<file path="config.mk">
export PLATFORM = sky130hd
export DESIGN_NAME = colour_stop_ctrl
export DESIGN_NICKNAME = d
export VERILOG_FILES = /design/src/rtl/colour_stop_ctrl.sv
export SDC_FILE = /design/constraint.sdc
export NUM_CORES = 1
export LEC_CHECK = 0
export ABC_AREA = 1
export ABC_CLOCK_PERIOD_IN_PS = 2050
export CAP_MARGIN = 20
export CORE_MARGIN = 2
export CORE_UTILIZATION = 45
export CTS_CLUSTER_SIZE = 30
export DETAILED_ROUTE_END_ITERATION = 8
export PLACE_DENSITY_LB_ADDON = 0.08
export SETUP_SLACK_MARGIN = 0.05
export SKIP_LAST_GASP = 1
export SLEW_MARGIN = 10
export SYNTH_ARGS = -nofsm -noshare
export SYNTH_HDL_FRONTEND = slang
export SYNTH_SLANG_ARGS = --single-unit
</file>
<file path="constraint.sdc">
create_clock -name clk -period 2.05 [get_ports clk]
set_input_delay 0.41 -clock clk [delete_from_list [all_inputs] [get_ports clk]]
set_output_delay 0.41 -clock clk [all_outputs]
set_load 0.005 [all_outputs]
</file>
<file path="src/rtl/colour_stop_ctrl.sv">
// Frame-rate stop/slow decision FSM with multi-frame confirmation and hysteresis.
// Optional frame watchdog (FAULT state) enabled by defining COLOUR_STOP_TIMEOUT_EN.
module colour_stop_ctrl #(
    parameter int COUNT_W      = 17,
    parameter int ENTER_FRAMES = 3,
    parameter int EXIT_FRAMES  = 5
`ifdef COLOUR_STOP_TIMEOUT_EN
    ,
    parameter int TIMEOUT_CYCLES = 2_000_000
`endif
) (
    input  logic               clk,
    input  logic               reset,
    input  logic               enable,
    input  logic               frame_done,
    input  logic [COUNT_W-1:0] colour_count,
    input  logic [COUNT_W-1:0] stop_thresh,
    input  logic [COUNT_W-1:0] near_thresh,
    output logic               slow_cmd,
    output logic               stop_cmd,
    output logic               fault,
    output logic [2:0]         state_out,
    output logic [COUNT_W-1:0] last_count
);

    typedef enum logic [2:0] {
        CLEAR   = 3'd0,
        NEAR    = 3'd1,
        CONFIRM = 3'd2,
        STOPPED = 3'd3,
        RELEASE = 3'd4,
        FAULT   = 3'd5
    } state_t;

    localparam logic [4:0] ENTER_N = 5'(ENTER_FRAMES);
    localparam logic [4:0] EXIT_N  = 5'(EXIT_FRAMES);

    state_t     state, next_state, eval_state, settle_state;
    logic [3:0] run, next_run;
    logic       hit, near, fault_trip;
    logic [4:0] run_plus1;

    function automatic logic [3:0] sat_inc(input logic [3:0] r);
        return (r == 4'd15) ? 4'd15 : r + 4'd1;
    endfunction

    assign hit          = colour_count > stop_thresh;
    assign near         = colour_count > near_thresh;
    assign run_plus1    = {1'b0, run} + 5'd1;
    assign settle_state = near ? NEAR : CLEAR;
    // A frame arriving in FAULT is judged as though the block were in CLEAR.
    assign eval_state   = (state == FAULT) ? CLEAR : state;
    assign state_out    = state;

`ifdef COLOUR_STOP_TIMEOUT_EN
    logic [31:0] wd_count;

    assign fault_trip = !frame_done && (wd_count + 32'd1 == 32'(TIMEOUT_CYCLES));

    always_ff @(posedge clk) begin
        if (reset || frame_done)
            wd_count <= '0;
        else if (wd_count != 32'(TIMEOUT_CYCLES))
            wd_count <= wd_count + 32'd1;
    end
`else
    assign fault_trip = 1'b0;
`endif

    always_comb begin
        next_state = state;
        next_run   = run;
        if (fault_trip) begin
            next_state = FAULT;
            next_run   = '0;
        end else if (!enable) begin
            // FAULT survives enable=0; everything else collapses to CLEAR.
            if (state != FAULT) begin
                next_state = CLEAR;
                next_run   = '0;
            end
        end else if (frame_done) begin
            next_run = '0;
            case (eval_state)
                CLEAR, NEAR: begin
                    if (hit) begin
                        if (ENTER_FRAMES == 1) begin
                            next_state = STOPPED;
                        end else begin
                            next_state = CONFIRM;
                            next_run   = 4'd1;
                        end
                    end else begin
                        next_state = settle_state;
                    end
                end
                CONFIRM: begin
                    if (!hit)
                        next_state = settle_state;
                    else if (run_plus1 >= ENTER_N)
                        next_state = STOPPED;
                    else begin
                        next_state = CONFIRM;
                        next_run   = sat_inc(run);
                    end
                end
                STOPPED: begin
                    if (hit)
                        next_state = STOPPED;
                    else if (EXIT_FRAMES == 1)
                        next_state = settle_state;
                    else begin
                        next_state = RELEASE;
                        next_run   = 4'd1;
                    end
                end
                RELEASE: begin
                    if (hit)
                        next_state = STOPPED;
                    else if (run_plus1 >= EXIT_N)
                        next_state = settle_state;
                    else begin
                        next_state = RELEASE;
                        next_run   = sat_inc(run);
                    end
                end
                default: next_state = CLEAR;
            endcase
        end
    end

    always_ff @(posedge clk) begin
        if (reset) begin
            state      <= CLEAR;
            run        <= '0;
            last_count <= '0;
            slow_cmd   <= 1'b0;
            stop_cmd   <= 1'b0;
            fault      <= 1'b0;
        end else begin
            state <= next_state;
            run   <= next_run;
            if (frame_done)
                last_count <= colour_count;
            // Commands decode the state being entered so they line up with it.
            slow_cmd <= (next_state == NEAR) || (next_state == CONFIRM);
            stop_cmd <= (next_state == STOPPED) || (next_state == RELEASE) ||
                        (next_state == FAULT);
`ifdef COLOUR_STOP_TIMEOUT_EN
            fault <= (next_state == FAULT);
`else
            fault <= 1'b0;
`endif
        end
    end

endmodule
</file>
==> key figures <==
Run status
  • Outcome: finished, final reports clean

Layout
  • Final Instance Area: 3500 um2
  • Final Net Count: 509
  • N_diodes: 0
  • Layout cells sized above 1: just over 30%
  • Area Overhead vs Synth: 63.4%
  • Layout Cells excl Fill: 470

Place
  • Placed cells: 465
  • Gpl congestion: 0.823
  • Placed cell areas: a little over 3000 um2
  • Detailed placer's ending HPWL: between 4 and 5 mm
  • IO Port Bufs: 76
  • Pre-CTS WS: -0.396 ns

Worst setup path
  • Worst Path Class, Setup: input pin to flop
  • Worst setup EP type: flop
  • Largest fanout on the critical path: 6
  • CP dominant cell by count: nand2_2
  • CP delay by family, top: simple AND/OR/NAND/NOR gates
  • Crit path buffers/inverters: 2
  • Req. time, crit path: 2.23 ns
  • Critical path's slowest cell: clkdlybuf4s50_1
  • Crit-path max cell delay: approximately 0.47 ns
  • Cell Chain, Critical Path: clkdlybuf4s50_1 -> inv_2 -> ha_1 -> nand4_1 -> nand2_4 -> nand2_2 -> nand2_1 -> nand2_1 -> nand2_2 -> nand2_2 -> nand2_2 -> nor2_2
  • Startpoint Class: input pin
  • Worst Path Arrival: between 2 and 2.5 ns

GRT
  • Vias in the first global route: between 2000 and 2500
  • Antenna violations before repair: 0
  • GR Util All Layers: 21.9%
  • GRT overflow: 0
  • Largest net degree at the start of global routing: 20
  • First-pass GRT wire length: around 9.4 mm

Synth
  • FFs w/ async S/R, synth: 0%
  • Synth Net Count: 419
  • Largest area contributor in the netlist: dfxtp_1
  • Register area share after synthesis: 24.3%
  • Synth area leaders: dfxtp_1 (24%), ha_1 (22%), inv_1 (10%), nand2_1 (10%), nor2_1 (9.1%)
  • Most common cell in the synthesized netlist: inv_1
  • Synth cell types: 23
  • Synth Cell Area: 2140 um2
  • Most common flop cell mapped by yosys: dfxtp_1
  • Post-Synthesis Cells: 327
  • EDFF count, synth: 0
  • Number of synthesized register bits: 26
  • Synth Warn #: 0
  • Post-synthesis area per instance: 6.56 um2
  • Synth top area share: 24.3%
  • Post-synth top cells: inv_1 (59), nand2_1 (57), nor2_1 (52)

Timing
  • Final Hold Viols: 0
  • Max-slew violations: 0
  • RSZ-0062 raised after global routing: false
  • Fmax: 0.534 GHz
  • Final Cycle Share: between 90% and 100%
  • Slew of the pin with the lowest slew margin: 0.549 ns
  • Finish-stage setup viols: 0
  • Clock skew: 0.00112 ns
  • Fin crit period: about 1.9 ns
  • Worst slew margin relative to its limit: 63.4%
  • Setup WS post-layout: ~0.18 ns

Hold path
  • HP Class: input pin to flop

Die
  • IO Count: 78
  • Die area: 5330 um2
  • Starting Density: 46.0%
  • # rows: 25
  • CORE AREA: between 4000 and 5000 um2
  • Die height: 73.0 um
  • Horiz. Die Dim: roughly 73 um

Run
  • Max-cap violations: 0

Routing
  • Drt pass-1 iters: 4
  • Final WL: 6.24 mm
  • Wire per inst: 13.3 um
  • Via count: 2403
  • Via density: 5.11
  • Antenna Nets Post-Route: 0
  • Drt drc: 0
  • Starting DRT DRC Count: 84

Pwr
  • Power per cell area: 419 nW/um2
  • Max VDD drop: 297 uV
  • Seq pwr share: a little under two fifths
  • LEAKAGE: ~1.8 nW
  • Cell Int Power: 0.997 mW
  • Net Sw Power: 0.470 mW
  • Switching share of power: around 32%
  • Clock power share: 23.5%
  • Comb power frac: 38.8%

Clocking
  • Hold buffer count at cts: 0
  • Clk sink count: 26
  • CTS tree: built
  • Max H-tree Level: 1
  • Clk pin slew, worst setup/hold paths: ~0.090 ns
  • Root cell of the clock tree: clkbuf_8
  • Maximum root-to-sink buffer count: 2
  • Inserted Clock Buffers: 3
  • Clk Latency, worst-skew pair: 0.27 ns
[layout by cell type (no fill, tap or decap), drive strengths merged]
cell type	count
clkdlybuf4s50	28
dlymetal6s2s	18
o21ai	24
clkdlybuf4s15	3
conb	1
a21boi	1
inv	59
nor3	2
nand3	17
dlygate4sd2	7
buf	16
o31ai	1
nand4	9
ha	37
o211ai	1
a21oi	24
nand2	61
nor2	54
a21o	1
dfxtp	26
nand3b	2
clkbuf	24
[through the flow]
stage / utilization, % / TNS [ns] / total power, mW / hold WS (ns)
2_1_floorplan: - / 0 / 0.779 / 0.454
6_report: 75.2 / 0 / 1.47 / 0.418
3_5_place_dp: 65.5 / -2.52 / 1.02 / 0.491
5_1_grt: 75.2 / 0 / 1.56 / 0.437
4_1_cts: 69.4 / 0 / 1.40 / 0.508
3_3_place_gp: 65.5 / -2.46 / 1.02 / 0.475
[registers in the layout, indices dropped and copies added, names as in the netlist]
signal / cells
state_out: 3
stop_cmd: 1
last_count: 17
slow_cmd: 1
run: 4
[metal layers]
layer | track usage [%] | vias to the layer above | share of wire, %
li1 | - | 1228 | -
met1 | 28.5 | 1089 | 45
met2 | 38.0 | 76 | 48
met3 | 3.18 | 10 | 5.3
met4 | 5.14 | 0 | 1.3
met5 | 0 | - | 0
[final cells by class]
| type | instances | area (um2) |
|---|---|---|
| clock buffer | 4 | 55.1 |
| sequential | 26 | 522 |
| timing repair buffer | 92 | 817 |
| multi-input combinational | 235 | 1820 |
| fill | 359 | 1160 |
| inverter | 59 | 221 |
| tap | 54 | 67.6 |
[final timing paths]
kind / slack, ns / cells after the start / start / endpoint
worst max-delay path: 0.18 / 12 / colour_count[0] / slow_cmd
worst min-delay path: 0.42 / 3 / colour_count[13] / last_count[13]
worst max register to register: 0.26 / 10 / run[0] / slow_cmd
worst min register to register: 0.51 / 2 / last_count[13] / last_count[13]
[power groups by stage]
stage / registers, mW / logic [mW] / clock network, mW
after floorplan: 0.566 / 0.213 / 0
after global placement: 0.563 / 0.453 / 0
after detailed placement: 0.564 / 0.459 / 0
after CTS: 0.552 / 0.491 / 0.353
after global routing: 0.557 / 0.632 / 0.370
final: 0.553 / 0.570 / 0.345
[timing repair]
item | 4_1_cts | 5_1_grt
setup buffers | 0 | 1
pin swaps | 36 | 39
setup endpoints to repair | 8 | 8
resized for setup | 65 | 116
[worst min-delay path, delay by kind of cell]
family,cells,cell delay [ns]
and+or+nand+nor,2,0.13
buffers and inverters,1,0.12
[kinds of logic (layout without fill, tap and decap cells)]
logic type                 count (synthesis)  in the layout  synth area share, %
other                                      1              1                0.175
and+or+nand+nor                          145            145                 29.3
AOI/OAI and AO/OA                         52             52                 12.8
adders and majority gates                 37             37                 21.6
DFF                                       26             26                 24.3
buffers and inverters                     66            155                 11.9
(Power assumes the default switching activity.)
